<file path="config.mk">
export PLATFORM = sky130hd
export DESIGN_NAME = mem_arbiter_flat
export DESIGN_NICKNAME = d
export VERILOG_FILES = /design/src/rtl/mem_arbiter_if.sv /design/src/rtl/mem_arbiter.sv /design/src/flat_wrapper.sv
export SDC_FILE = /design/constraint.sdc
export NUM_CORES = 1
export LEC_CHECK = 0
export BUFFER_PORTS_ARGS = -buffer_cell sky130_fd_sc_hd__buf_2
export CAP_MARGIN = 20
export CORE_MARGIN = 1
export CORE_UTILIZATION = 30
export DETAILED_ROUTE_END_ITERATION = 10
export PLACE_DENSITY = 0.66
export RECOVER_POWER = 50
export SKIP_CTS_REPAIR_TIMING = 1
export SLEW_MARGIN = 20
export SYNTH_ARGS = -nofsm -noshare
export SYNTH_HDL_FRONTEND = slang
export SYNTH_SLANG_ARGS = --single-unit
</file>
<file path="constraint.sdc">
create_clock -name clk -period 2.2 [get_ports clk]
set_clock_uncertainty 0.15 [all_clocks]
set_input_delay 0.33 -clock clk [delete_from_list [all_inputs] [get_ports clk]]
set_output_delay 0.33 -clock clk [all_outputs]
set_load 0.05 [all_outputs]
</file>
<file path="src/rtl/mem_arbiter_if.sv">
// Memory-port handshake bundles shared by the arbiter and its requesters.
// val/addr(/wen/wdata) flow master->slave; rdata/rdy flow slave->master.
interface mem_rwport;
    logic        val;
    logic        wen;
    logic [7:0]  addr;
    logic [15:0] wdata;
    logic [15:0] rdata;
    logic        rdy;

    modport master (output val, output wen, output addr, output wdata,
                    input rdata, input rdy);
    modport slave  (input val, input wen, input addr, input wdata,
                    output rdata, output rdy);
endinterface

interface mem_rport;
    logic        val;
    logic [7:0]  addr;
    logic [15:0] rdata;
    logic        rdy;

    modport master (output val, output addr, input rdata, input rdy);
    modport slave  (input val, input addr, output rdata, output rdy);
endinterface

</file>
<file path="src/rtl/mem_arbiter.sv">
// Three-way arbiter onto one 256x16 memory port: panel has absolute priority,
// CPU data and instruction fetch share round-robin; stalled accesses time out.
module mem_arbiter #(
    parameter int TIMEOUT = 64
) (
    input  logic       clk,
    input  logic       rst,
    mem_rwport.slave   pnl,
    mem_rwport.slave   dat,
    mem_rport.slave    ifu,
    mem_rwport.master  mem,
    output logic       err,
    input  logic       err_clr
);

    typedef enum logic {IDLE, BUSY} state_t;
    typedef enum logic [1:0] {G_PNL, G_DAT, G_IFU} grant_t;

    localparam logic [7:0] CNT_LAST = 8'(TIMEOUT - 1);

    state_t      state_reg;
    grant_t      grant_reg;
    logic        last_dat_reg;
    logic [7:0]  cnt_reg;
    logic [7:0]  addr_reg;
    logic        wen_reg;
    logic [15:0] wdata_reg;
    logic        err_reg;

    logic        busy;
    logic        done;
    logic        expire;
    logic        finish;
    logic        any_req;
    grant_t      win;
    logic [15:0] resp;

    assign busy    = (state_reg == BUSY);
    assign done    = busy && mem.rdy;
    assign expire  = busy && !mem.rdy && (cnt_reg == CNT_LAST);
    // An access cut short by reset never reports completion.
    assign finish  = (done || expire) && !rst;
    assign any_req = pnl.val || dat.val || ifu.val;

    always_comb begin
        win = G_IFU;
        if (pnl.val)
            win = G_PNL;
        else if (dat.val && ifu.val)
            win = last_dat_reg ? G_IFU : G_DAT;
        else if (dat.val)
            win = G_DAT;
    end

    always_ff @(posedge clk) begin
        if (rst) begin
            state_reg    <= IDLE;
            grant_reg    <= G_PNL;
            last_dat_reg <= 1'b0;
            cnt_reg      <= 8'd0;
            addr_reg     <= 8'd0;
            wen_reg      <= 1'b0;
            wdata_reg    <= 16'd0;
            err_reg      <= 1'b0;
        end else begin
            case (state_reg)
                IDLE: begin
                    if (any_req) begin
                        state_reg <= BUSY;
                        grant_reg <= win;
                        cnt_reg   <= 8'd0;
                        case (win)
                            G_PNL: begin
                                addr_reg  <= pnl.addr;
                                wen_reg   <= pnl.wen;
                                wdata_reg <= pnl.wdata;
                            end
                            G_DAT: begin
                                addr_reg     <= dat.addr;
                                wen_reg      <= dat.wen;
                                wdata_reg    <= dat.wdata;
                                last_dat_reg <= 1'b1;
                            end
                            default: begin
                                addr_reg     <= ifu.addr;
                                wen_reg      <= 1'b0;
                                wdata_reg    <= 16'd0;
                                last_dat_reg <= 1'b0;
                            end
                        endcase
                    end
                end
                BUSY: begin
                    if (done || expire)
                        state_reg <= IDLE;
                    else
                        cnt_reg <= cnt_reg + 8'd1;
                end
                default: state_reg <= IDLE;
            endcase

            // A timeout in the same cycle as a clear request keeps the flag set.
            if (expire)
                err_reg <= 1'b1;
            else if (err_clr)
                err_reg <= 1'b0;
        end
    end

    assign mem.val   = busy;
    assign mem.wen   = busy && wen_reg;
    assign mem.addr  = addr_reg;
    assign mem.wdata = wdata_reg;

    assign resp      = expire ? 16'h0000 : mem.rdata;
    assign pnl.rdata = resp;
    assign dat.rdata = resp;
    assign ifu.rdata = resp;

    assign pnl.rdy = finish && (grant_reg == G_PNL);
    assign dat.rdy = finish && (grant_reg == G_DAT);
    assign ifu.rdy = finish && (grant_reg == G_IFU);

    assign err = err_reg;

endmodule

</file>
<file path="src/flat_wrapper.sv">
// flat-port wrapper written by rule: the top's interface ports become plain ports
module mem_arbiter_flat 
#(
    parameter int TIMEOUT = 64
)
  (clk, rst, err, err_clr, pnl_val, pnl_wen, pnl_addr, pnl_wdata, pnl_rdata, pnl_rdy, dat_val, dat_wen, dat_addr, dat_wdata, dat_rdata, dat_rdy, ifu_val, ifu_addr, ifu_rdata, ifu_rdy, mem_val, mem_wen, mem_addr, mem_wdata, mem_rdata, mem_rdy);
  mem_rwport pnl_i ();
  mem_rwport dat_i ();
  mem_rport ifu_i ();
  mem_rwport mem_i ();
  input  logic clk;
  input  logic rst;
  output logic err;
  input  logic err_clr;
  input wire logic [$bits(pnl_i.val)-1:0] pnl_val;
  input wire logic [$bits(pnl_i.wen)-1:0] pnl_wen;
  input wire logic [$bits(pnl_i.addr)-1:0] pnl_addr;
  input wire logic [$bits(pnl_i.wdata)-1:0] pnl_wdata;
  output wire logic [$bits(pnl_i.rdata)-1:0] pnl_rdata;
  output wire logic [$bits(pnl_i.rdy)-1:0] pnl_rdy;
  input wire logic [$bits(dat_i.val)-1:0] dat_val;
  input wire logic [$bits(dat_i.wen)-1:0] dat_wen;
  input wire logic [$bits(dat_i.addr)-1:0] dat_addr;
  input wire logic [$bits(dat_i.wdata)-1:0] dat_wdata;
  output wire logic [$bits(dat_i.rdata)-1:0] dat_rdata;
  output wire logic [$bits(dat_i.rdy)-1:0] dat_rdy;
  input wire logic [$bits(ifu_i.val)-1:0] ifu_val;
  input wire logic [$bits(ifu_i.addr)-1:0] ifu_addr;
  output wire logic [$bits(ifu_i.rdata)-1:0] ifu_rdata;
  output wire logic [$bits(ifu_i.rdy)-1:0] ifu_rdy;
  output wire logic [$bits(mem_i.val)-1:0] mem_val;
  output wire logic [$bits(mem_i.wen)-1:0] mem_wen;
  output wire logic [$bits(mem_i.addr)-1:0] mem_addr;
  output wire logic [$bits(mem_i.wdata)-1:0] mem_wdata;
  input wire logic [$bits(mem_i.rdata)-1:0] mem_rdata;
  input wire logic [$bits(mem_i.rdy)-1:0] mem_rdy;
  assign pnl_i.val = pnl_val;
  assign pnl_i.wen = pnl_wen;
  assign pnl_i.addr = pnl_addr;
  assign pnl_i.wdata = pnl_wdata;
  assign pnl_rdata = pnl_i.rdata;
  assign pnl_rdy = pnl_i.rdy;
  assign dat_i.val = dat_val;
  assign dat_i.wen = dat_wen;
  assign dat_i.addr = dat_addr;
  assign dat_i.wdata = dat_wdata;
  assign dat_rdata = dat_i.rdata;
  assign dat_rdy = dat_i.rdy;
  assign ifu_i.val = ifu_val;
  assign ifu_i.addr = ifu_addr;
  assign ifu_rdata = ifu_i.rdata;
  assign ifu_rdy = ifu_i.rdy;
  assign mem_val = mem_i.val;
  assign mem_wen = mem_i.wen;
  assign mem_addr = mem_i.addr;
  assign mem_wdata = mem_i.wdata;
  assign mem_i.rdata = mem_rdata;
  assign mem_i.rdy = mem_rdy;
  mem_arbiter #(.TIMEOUT(TIMEOUT)) u_core (.clk(clk), .rst(rst), .pnl(pnl_i), .dat(dat_i), .ifu(ifu_i), .mem(mem_i), .err(err), .err_clr(err_clr));
endmodule
</file>
Yosys cells after proc, flatten, opt, wreduce, memory -nomap -nowiden
Index checks and enable logic that the tools add are counted.
Word-level totals
  register bits: 38
  input bits: 81
  output and inout bits: 78
  logic and storage cells: 54
Cells by class
  $add $sub $neg: 1
  eq/ne operators: 6
  multiplexer cells: 17
  bitwise logic cells: 2
  reductions and logical operators: 20
Operators by type and width (number)
  $pmux W16 S2: 1
  $pmux W8 S2: 2
  $mux W16: 1
  $mux W8: 2
  $logic_and A1 B1 Y1: 9
  $add A8 B1 Y8 const B: 1
  $eq A8 B6 Y1 const B: 1
  $mux W2: 4
  $pmux W1 S2: 3
  $eq A2 B1 Y1 const B: 2
  $logic_not A2 Y1: 2
  $mux W1: 4
  $reduce_and A2 Y1: 2
  $logic_or A1 B1 Y1: 3
  $reduce_and A3 Y1: 1
  $eq A2 B2 Y1 const B: 1
  $logic_not A1 Y1: 2
  $ne A2 B1 Y1 const B: 1
  $ne A2 B2 Y1 const B: 1
  $not A1 Y1: 2
  $reduce_bool A2 Y1: 1

Depth between registers and ports, before layout
Gate-level depths: netlist of the first run.
  word-level depth: 6
  depth in mapped cells: 7
  depth with buffers taken out: 5

Worst setup path before layout of the first run
No wires, ideal clock.
  path type: register -> output
  start point: register u_core.cnt_reg[0]
  end point: output pnl_rdy
  arrival time: 2712 ps
  required time: 1720 ps
  path slack: -992 ps
  stages on the path, launching flop included: 7
  path buffers: 1
  cells stage by stage: dfxtp_1 > ha_1 > or3b_1 > or3_1 > buf_2 > a21o_1 > nor3_1
Between the ends
  cells in the longest elaborated chain, start to end: 5
RTL lines
  start: declaration: line mem_arbiter.sv:24  | logic [7:0] cnt_reg;
  start signal: assignment: line mem_arbiter.sv:97  | cnt_reg <= cnt_reg + 8'd1;
  $eq A8 B6 Y1: line mem_arbiter.sv:40  | assign expire = busy && !mem.rdy && (cnt_reg == CNT_LAST);
  $logic_and A1 B1 Y1: line mem_arbiter.sv:40
  $logic_or A1 B1 Y1: line mem_arbiter.sv:42  | assign finish = (done || expire) && !rst;
  $logic_and A1 B1 Y1: line mem_arbiter.sv:42
  $logic_and A1 B1 Y1: line mem_arbiter.sv:120  | assign pnl.rdy = finish && (grant_reg == G_PNL);
  end: declaration: line flat_wrapper.sv:20  | output wire logic [$bits(pnl_i.rdy)-1:0] pnl_rdy;
No other way between the ends.

Final worst setup path of the first run
  start point: register u_core.cnt_reg[1]
  end point: output ifu_rdy
Between the ends
  cells in the longest elaborated chain, start to end: 5
RTL lines
  $eq A8 B6 Y1: line mem_arbiter.sv:40
  $logic_and A1 B1 Y1: line mem_arbiter.sv:40
  $logic_or A1 B1 Y1: line mem_arbiter.sv:42
  $logic_and A1 B1 Y1: line mem_arbiter.sv:42
  $logic_and A1 B1 Y1: line mem_arbiter.sv:122  | assign ifu.rdy = finish && (grant_reg == G_IFU);
  end: declaration: line flat_wrapper.sv:30  | output wire logic [$bits(ifu_i.rdy)-1:0] ifu_rdy;
No other way between the ends.

==> results of run 1 <==
critical path, delay by kind of cell (launching register included):
family	cells	cell delay (ns)
simple gates	3	0.92
flops	1	0.37
fa+ha+maj	1	0.13
compound gates	1	0.24
buf+inv	1	0.18
per-stage QoR:
step | power, mW | setup TNS, ns | instance area [sq um] | setup WS, ns | util
floorplan | 1.291 | -4.908 | 2278 | -0.3202 | -
global placement | 1.417 | -2.360 | 2897 | -0.1784 | 0.4460
detailed placement | 1.421 | -3.812 | 2897 | -0.1882 | 0.4460
CTS | 1.926 | -20.64 | 2988 | -0.5239 | 0.4600
global route | 2.038 | -18.40 | 3186 | -0.4551 | 0.4905
finish | 1.944 | -15.04 | 3186 | -0.3963 | 0.4905
worst paths after layout:
check,from,endpoint,depth (start not counted)
worst max-delay path,u_core.cnt_reg[1]$_SDFFE_PP0P_,ifu_rdy,6
worst min-delay path,dat_addr[0],u_core.mem.addr[0]$_SDFFE_PP0P_,2
worst max register to register,u_core.mem.val$_SDFF_PP0_,u_core.cnt_reg[4]$_SDFFE_PP0P_,5
worst min register to register,u_core.wen_reg$_SDFFE_PP0P_,u_core.wen_reg$_SDFFE_PP0P_,1
power breakdown:
| part | switching (mW) | leakage [nW] | internal, mW |
|---|---|---|---|
| Clock | 0.248 | 0.0482 | 0.253 |
| Combinational | 0.470 | 1.03 | 0.220 |
| Sequential | 0.0252 | 0.313 | 0.727 |
| Total | 0.743 | 1.39 | 1.20 |
kinds of logic (layout without fill, tap and decap cells):
family                   after synthesis  after routing  share of synthesized area
AND/OR/NAND/NOR                       65             65                     0.1765
AO/OA/AOI/OAI                         84             84                     0.2941
buffers and inverters                 52            192                     0.1546
adder cells (fa/ha/maj)                1              1                   0.006063
flip-flops                            38             38                     0.3687
cell type report:
cell class | count | area, sq um | share of cell area
clock buffer | 7 | 86.33 | 0.02710
clock inverter | 1 | 5.005 | 0.001571
inverter | 2 | 7.507 | 0.002357
multi-input combinational | 150 | 1067 | 0.3350
sequential | 38 | 768.2 | 0.2412
tap | 77 | 96.34 | 0.03024
timing repair buffer | 182 | 1155 | 0.3625
routing by layer:
metal | wire length, microns | up-vias
li1 | - | 1129
met1 | 2476 | 1059
met2 | 3267 | 104
met3 | 450 | 2
met4 | 31 | 0
met5 | 0 | -
cells in the final DEF (no fill, tap or decap), drive strengths merged, types with 8 or more instances in the layout:
cell / synthesis / routed
buf: 35 / 154
dfxtp: 38 / 38
clkbuf: 15 / 35
o2bb2ai: 19 / 19
a22oi: 18 / 18
and2: 18 / 18
nand2: 15 / 15
a21oi: 15 / 15
o21ai: 12 / 12
a221oi: 8 / 8
==> impl_results.md, run 1 <==
* Leakage power at 1.389 nW
* Antenna violations before repair at 0
* Largest area contributor in the netlist: dfxtp_1
* Synth cell count leaders: dfxtp_1, buf_4, o2bb2ai_1
* Gr usage total at 0.1712
* Initial Utilization at 0.3177
* EDFF count, synth at 0
* Core ar. at 6495 sq um
* Syn Inst Count at 240
* DRT iter0 DRCs at 125
* Worst-path fanout max at 3
* Seq/Total Area, Yosys at 0.3687
* Final Cycle Share at 1.180
* Worst path max stage delay at 0.37 ns
* Area Growth Syn to Fin at 54.40%
* Layout Cells excl Fill at 457
* Worst path cell trace: ha_4 -> or3b_4 -> or3_4 -> a21o_4 -> nor3b_4 -> buf_6
* RSZ-0062 raised after global routing: yes
* Port Buffers at 158
* Syn nets at 322
* Cell Pwr Density at 610.3 nW/um^2
* Io pins at 159
* Violated checks: DRC, setup timing
* GR Util met3 at 0.04864
* Number of global-route vias before repair at 2139
* CTS root buf: clkbuf_8
* CTS sink count at 38
* R2R Setup Slk at 0.13 ns
* Worst path slowest cell: dfxtp_4
* Met2 GRT Util at 0.3030
* Detailed-route wire length per cell at 13.62 microns
* Gr busiest metal: met2
* Worst skew pair latency at 0.29 ns
* Hold Worst Slack at 0.08816 ns
* Rows at 29
* Max-cap violation count at 0
* Outcome: complete, but fails checks
* Synthesized area at 2063 sq um
* Share of post-route cells with drive strength above 1 at 0.5000
* Req. time, crit path at 1.72 ns
* Crit. End Element: output port
* Via count at 2294
* DIE AREA at 7213 sq um
* Worst Hold Class: input pin to register
* GR Util met1 at 0.1982
* Fill cells at 626
* Dpl hpwl at 4683 microns
* H-tree levels at 2
* Fin. Hold Viols at 0
* Synth Register Bits at 38
* Final nets at 461
* Fmax at 0.3852 GHz
* Syn Area/Cell at 8.597 sq um
* Minimum clock period at 2.596 ns
* Placed cell count at 448
* Most common cell in the netlist: dfxtp_1
* CTS tree: done
* Clock transition at path regs at 0.08 ns
* Max-slew violations at 0
* Via density at 5.020
* CTS buffer count at 5
* Synth top area cells: dfxtp_1, buf_4, o2bb2ai_1, a22oi_1, and2_1
* Largest net degree at the start of global routing at 26
* Worst slew margin at 0.5826
* Final WL at 6225 microns
* Ys Warns at 0
* Die H at 84.93 microns
* Pre-Repair DR Iteration Count at 8
* Max clock buf depth at 2
* Setup crit start kind: register
* Peak VDD IR at 324.2 uV
* Post-route DRC at 8
* Global-route wire length before repair at 9818 microns
* Worst Setup Path Type: register to output port
* Min setup slack post-route at -0.3963 ns
* ANT cells at 0
* Main synth FF type: dfxtp_1
* Critical path arrival at 2.12 ns
* Max reg flops at 16
* Area share of the largest cell type after synthesis at 0.3687
* Final setup violation count at 51
* Worst-Margin Slew at 0.6288 ns
* Antenna viol nets, final at 0
* Die Wd at 84.93 microns
* Post-synth ARST share at 0
* Yosys cell types at 36
* Congestion Overflow GR at 0
* Routability congestion estimate at 0.8485
No activity file was read; power rests on OpenSTA's default activity.
==> run 2: changes to the inputs <==
--- a/config.mk
+++ b/config.mk
@@ -10,7 +10,6 @@
 export CORE_MARGIN = 1
 export CORE_UTILIZATION = 30
 export DETAILED_ROUTE_END_ITERATION = 10
-export PLACE_DENSITY = 0.66
 export RECOVER_POWER = 50
 export SKIP_CTS_REPAIR_TIMING = 1
 export SLEW_MARGIN = 20
==> constraint.sdc (replaced) <==
create_clock -name clk -period 2.8 [get_ports clk]
set_clock_uncertainty 0.15 [all_clocks]
set_input_delay 0.42 -clock clk [delete_from_list [all_inputs] [get_ports clk]]
set_output_delay 0.42 -clock clk [all_outputs]
set_load 0.05 [all_outputs]
==> run 2 against run 1 <==
Compared with the run above:
- the flow still finishes with violations (DRC, setup timing)
- first-iteration DRC count grew 26%
- wire length is 0.31% higher
- via count decreased by 2.5%
- critical path depth unchanged
- critical path type unchanged
==> impl_results.md, run 2 (synthesis results as in run 1) <==
* Outcome: complete, but fails checks
* Violated checks: DRC, setup timing
* Gr busiest metal: met2
* Core ar. at 6495 sq um
* Int Power at 0.9231 mW
* Max-cap violation count at 0
* Final Cycle Share at 1.005
* Antenna violations before repair at 0
* Clock transition at path regs at 0.07 ns
* Global-route wire length before repair at 9639 microns
* Antenna viol nets, final at 0
* Die Wd at 84.93 microns
* Via count at 2237
* RSZ-0062 raised after global routing: yes
* Final nets at 446
* Met2 GRT Util at 0.2816
* Share of post-route cells with drive strength above 1 at 0.4575
* Worst-Margin Slew at 0.9254 ns
* Most frequent cells in the layout: buf_2, buf_4, dfxtp_1
* Hold Worst Slack at 0.1889 ns
* Critical path destination: dat_rdy
* Sequential Power Share at 0.394
* GR Util met3 at 0.04572
* Crit. End Element: output port
* Gr usage total at 0.1681
* Leakage power at 1.264 nW
* Die H at 84.93 microns
* Congestion Overflow GR at 0
* Min setup slack post-route at -0.01452 ns
* Worst Setup Path Type: register to output port
* Detailed-route wire length per cell at 14.13 microns
* Dpl hpwl at 4553 microns
* Reg-to-reg endpoint: u_core.cnt_reg[5]$_SDFFE_PP0P_
* Fmax at 0.3553 GHz
* R2R Setup Slk at 0.58 ns
* Fin. Hold Viols at 0
* Port Buffers at 158
* CTS sink count at 38
* DIE AREA at 7213 sq um
* Clock power frac at 0.261
* Initial Utilization at 0.3177
* Switching pwr at 0.5758 mW
* Final Core Density at 0.4531
* Post-route DRC at 7
* Switching Fraction at 0.3841
* Critical path origin: u_core.cnt_reg[1]$_SDFFE_PP0P_
* Worst hold path cell count at 2
* H-tree levels at 2
* Cell Pwr Density at 509.3 nW/um^2
* ANT cells at 0
* Max-slew violations at 0
* Req. time, crit path at 2.23 ns
* Routability congestion estimate at 0.8597
* Largest net degree at the start of global routing at 26
* Peak VDD IR at 259.2 uV
* Minimum clock period at 2.815 ns
* Max reg flops at 16
* Most common cell after layout, fill and taps aside: buf_2
* Worst-path fanout max at 5
* Critical path arrival at 2.24 ns
* Max clock buf depth at 2
* Worst skew pair latency at 0.29 ns
* Worst slew margin at 0.3831
* Power consumption at 1.499 mW
* CTS buffer count at 5
* Area Growth Syn to Fin at 42.63%
* Number of global-route vias before repair at 2037
* CTS root buf: clkbuf_8
* Rows at 29
* Final WL at 6244 microns
* Worst Hold Class: input pin to register
* Worst r2r path cells at 6
* Setup crit start kind: register
* Pre-Repair DR Iteration Count at 7
* Io pins at 159
* Final setup violation count at 1
* DRT iter0 DRCs at 158
* Logic pwr share at 0.345
* CTS tree: done
* Reg-to-reg startpoint: u_core.mem.val$_SDFF_PP0_
* GR Util met1 at 0.2109
* Via density at 5.061
==> run 2: cell count changes in the layout (fill, tap and decap cells not counted), sizes merged <==
cell | previous run | this run
buf | 154 | 141
clkbuf | 35 | 33
==> run 2: power by group through the flow <==
stage	clock, mW	combinational [mW]	sequential, mW
finish	0.391	0.517	0.590
global route	0.426	0.549	0.595
global placement	0	0.500	0.601
detailed placement	0	0.501	0.601
floorplan	0	0.285	0.699
CTS	0.409	0.502	0.590
==> run 2: worst min path at each step <==
stage,startpoint,to,slack (ns)
finish,dat_addr[0],u_core.mem.addr[0]$_SDFFE_PP0P_,0.19
global route,dat_addr[0],u_core.mem.addr[0]$_SDFFE_PP0P_,0.19
CTS,dat_addr[0],u_core.mem.addr[0]$_SDFFE_PP0P_,0.18
detailed placement,u_core.mem.wdata[14]$_SDFFE_PP0P_,u_core.mem.wdata[14]$_SDFFE_PP0P_,0.29
global placement,u_core.mem.wdata[14]$_SDFFE_PP0P_,u_core.mem.wdata[14]$_SDFFE_PP0P_,0.29
floorplan,u_core.wen_reg$_SDFFE_PP0P_,u_core.wen_reg$_SDFFE_PP0P_,0.27
==> run 2: cell type report <==
cell class	instances	area [sq um]
sequential	38	765.7
multi-input combinational	150	1020
tap	77	96.34
fill	654	3552
clock inverter	1	5.005
timing repair buffer	167	962.2
inverter	2	7.507
clock buffer	7	86.33
==> run 2: worst max-delay path: stages, from the launching register on <==
cell and delay, ns:
dfxtp_4 0.38, ha_4 0.15, or3b_4 0.39, or3_4 0.37
a21o_1 0.23, nor3b_2 0.23, buf_6 0.19
==> run 2: per-stage QoR <==
step	setup WS [ns]	setup TNS (ns)	cells	cell area [sq um]
2_1_floorplan	-0.1200	-0.2731	240	2079
3_3_place_gp	0.1626	0	433	2715
3_5_place_dp	0.08692	0	433	2715
4_1_cts	-0.2369	-6.475	441	2806
5_1_grt	-0.07615	-1.156	442	2943
6_report	-0.01452	-0.01452	442	2943
==> run 2: per-layer routing <==
layer  vias to the layer above  routed length, microns
met5                         -                       0
met4                         0                      99
met3                        10                     461
met2                       103                    3064
met1                      1019                    2618
li1                       1105                       -
==> run 3: changes to the inputs <==
--- a/config.mk
+++ b/config.mk
@@ -7,6 +7,7 @@
 export LEC_CHECK = 0
 export BUFFER_PORTS_ARGS = -buffer_cell sky130_fd_sc_hd__buf_2
 export CAP_MARGIN = 20
+export CORE_ASPECT_RATIO = 0.8
 export CORE_MARGIN = 1
 export CORE_UTILIZATION = 30
 export DETAILED_ROUTE_END_ITERATION = 10
==> run 3 against run 2 <==
Compared with the run above:
- the flow now finishes without violations
- first-iteration DRC count fell by 32%
- setup slack improved by 0.048 ns
- non-clock buffer count rose by 1
- sequential share of layout area fell by 0.64 points
- critical endpoint is now ifu_rdata[11]
==> impl_results.md, run 3 (synthesis results as in run 1) <==
* Outcome: completed
* ANT cells at 0
* Final setup violation count at 0
* Max-cap violation count at 0
* CTS tree: done
* Kind of cell adding the most delay to the critical path: simple AND/OR/NAND/NOR gates
* CTS root buf: clkbuf_8
* Most frequent CP cell: buf_4
* Worst-path fanout max at 17
* Worst hold path cell count at 2
* Worst Path Buf+Inv at 2
* Worst path slowest cell: or3_4
* Max reg flops at 16
* Global-route wire length before repair at 9252 microns
* Via density at 4.929
* Worst-Margin Slew at 0.7774 ns
* Placed cell count at 441
* Req. time, crit path at 2.23 ns
* Worst Hold Class: input pin to register
* Crit. End Element: output port
* Setup crit start kind: register
* Power consumption at 1.696 mW
* Critical path arrival at 2.20 ns
* RSZ-0062 raised after global routing: yes
* Minimum clock period at 2.767 ns
* Worst path cell trace: ha_4 -> or3b_4 -> or3_4 -> buf_4 -> and2_2 -> buf_4
* Most frequent cells in the layout: buf_2, buf_4, dfxtp_1
* Antenna viol nets, final at 0
* DRT iter0 DRCs at 108
* Cell Pwr Density at 562.1 nW/um^2
* Leakage power at 1.290 nW
* Max clock buf depth at 2
* Final nets at 447
* Number of cells on the critical path at 6
* Worst skew pair latency at 0.29 ns
* Share of post-route cells with drive strength above 1 at 0.4617
* Io pins at 159
* Routability congestion estimate at 0.8361
* Post-route DRC at 0
* Detailed-route wire length per cell at 13.72 microns
* Min setup slack post-route at 0.03308 ns
* CTS buffer count at 5
* Cell Area, Placed at 2734 sq um
* Most common cell after layout, fill and taps aside: buf_2
* Worst slew margin at 0.4817
* Finished Cell Area at 3017 sq um
* Fill cells at 669
* Clock transition at path regs at 0.08 ns
* Fin. Hold Viols at 0
* Final WL at 6173 microns
* Dpl ws at 0.1320 ns
* Number of global-route vias before repair at 1899
* H-tree levels at 2
* Largest net degree at the start of global routing at 19
* Worst path max stage delay at 0.40 ns
* Final Cycle Share at 0.9882
* CTS sink count at 38
* Core ar. at 6506 sq um
* Antenna violations before repair at 0
* Die Wd at 94.72 microns
* Rows at 26
* Worst Setup Path Type: register to output port
* Congestion Overflow GR at 0
* Peak VDD IR at 201.2 uV
* Area Growth Syn to Fin at 46.21%
* Max-slew violations at 0
* Setup TNS at 0 ns
* Pre-Repair DR Iteration Count at 4
* Via count at 2218
* Die H at 76.18 microns
* Port Buffers at 158
* Gr usage total at 0.1657
* Worst r2r path cells at 5
* Initial Utilization at 0.3171
* Fmax at 0.3614 GHz
* DIE AREA at 7215 sq um
* Layout Cells excl Fill at 450
* Dpl hpwl at 4544 microns
## run 3: through the flow
step                        util  hold WS (ns)
after floorplan                -        0.2742
after global routing      0.4637        0.1705
after CTS                 0.4421        0.1789
after global placement    0.4198        0.2894
after detailed placement  0.4202        0.2909
final                     0.4637        0.1859
## run 3: path summary, 6_finish.rpt
path	slack, ns	start	to
max	0.03	u_core.cnt_reg[1]$_SDFFE_PP0P_	ifu_rdata[11]
min reg2reg	0.32	u_core.mem.wdata[1]$_SDFFE_PP0P_	u_core.mem.wdata[1]$_SDFFE_PP0P_
min	0.19	dat_addr[0]	u_core.mem.addr[0]$_SDFFE_PP0P_
max reg2reg	0.47	u_core.mem.val$_SDFF_PP0_	u_core.cnt_reg[7]$_SDFFE_PP0P_
## run 3: metal layers
| metal | GRT usage | part of all wire | wire length, microns |
|---|---|---|---|
| met5 | 0 | 0 | 0 |
| met4 | 0.04091 | 0.0079 | 49 |
| met3 | 0.05589 | 0.10 | 638 |
| met2 | 0.2597 | 0.46 | 2843 |
| met1 | 0.2167 | 0.43 | 2642 |
## run 3: area by class of cell
class	count	area (sq um)	area share
Clock buffer	6	82.58	0.02737
Clock inverter	2	60.06	0.01991
Inverter	2	7.507	0.002489
Multi-Input combinational cell	150	1022	0.3389
Sequential cell	38	765.7	0.2538
Tap cell	84	105.1	0.03484
Timing Repair Buffer	168	973.4	0.3227
## run 3: where the power goes
part / internal, mW / total [mW] / leakage (nW) / switching [mW]
logic: 0.152 / 0.519 / 0.907 / 0.367
registers: 0.572 / 0.590 / 0.312 / 0.0178
clock network: 0.380 / 0.586 / 0.0714 / 0.206
total: 1.10 / 1.70 / 1.29 / 0.591
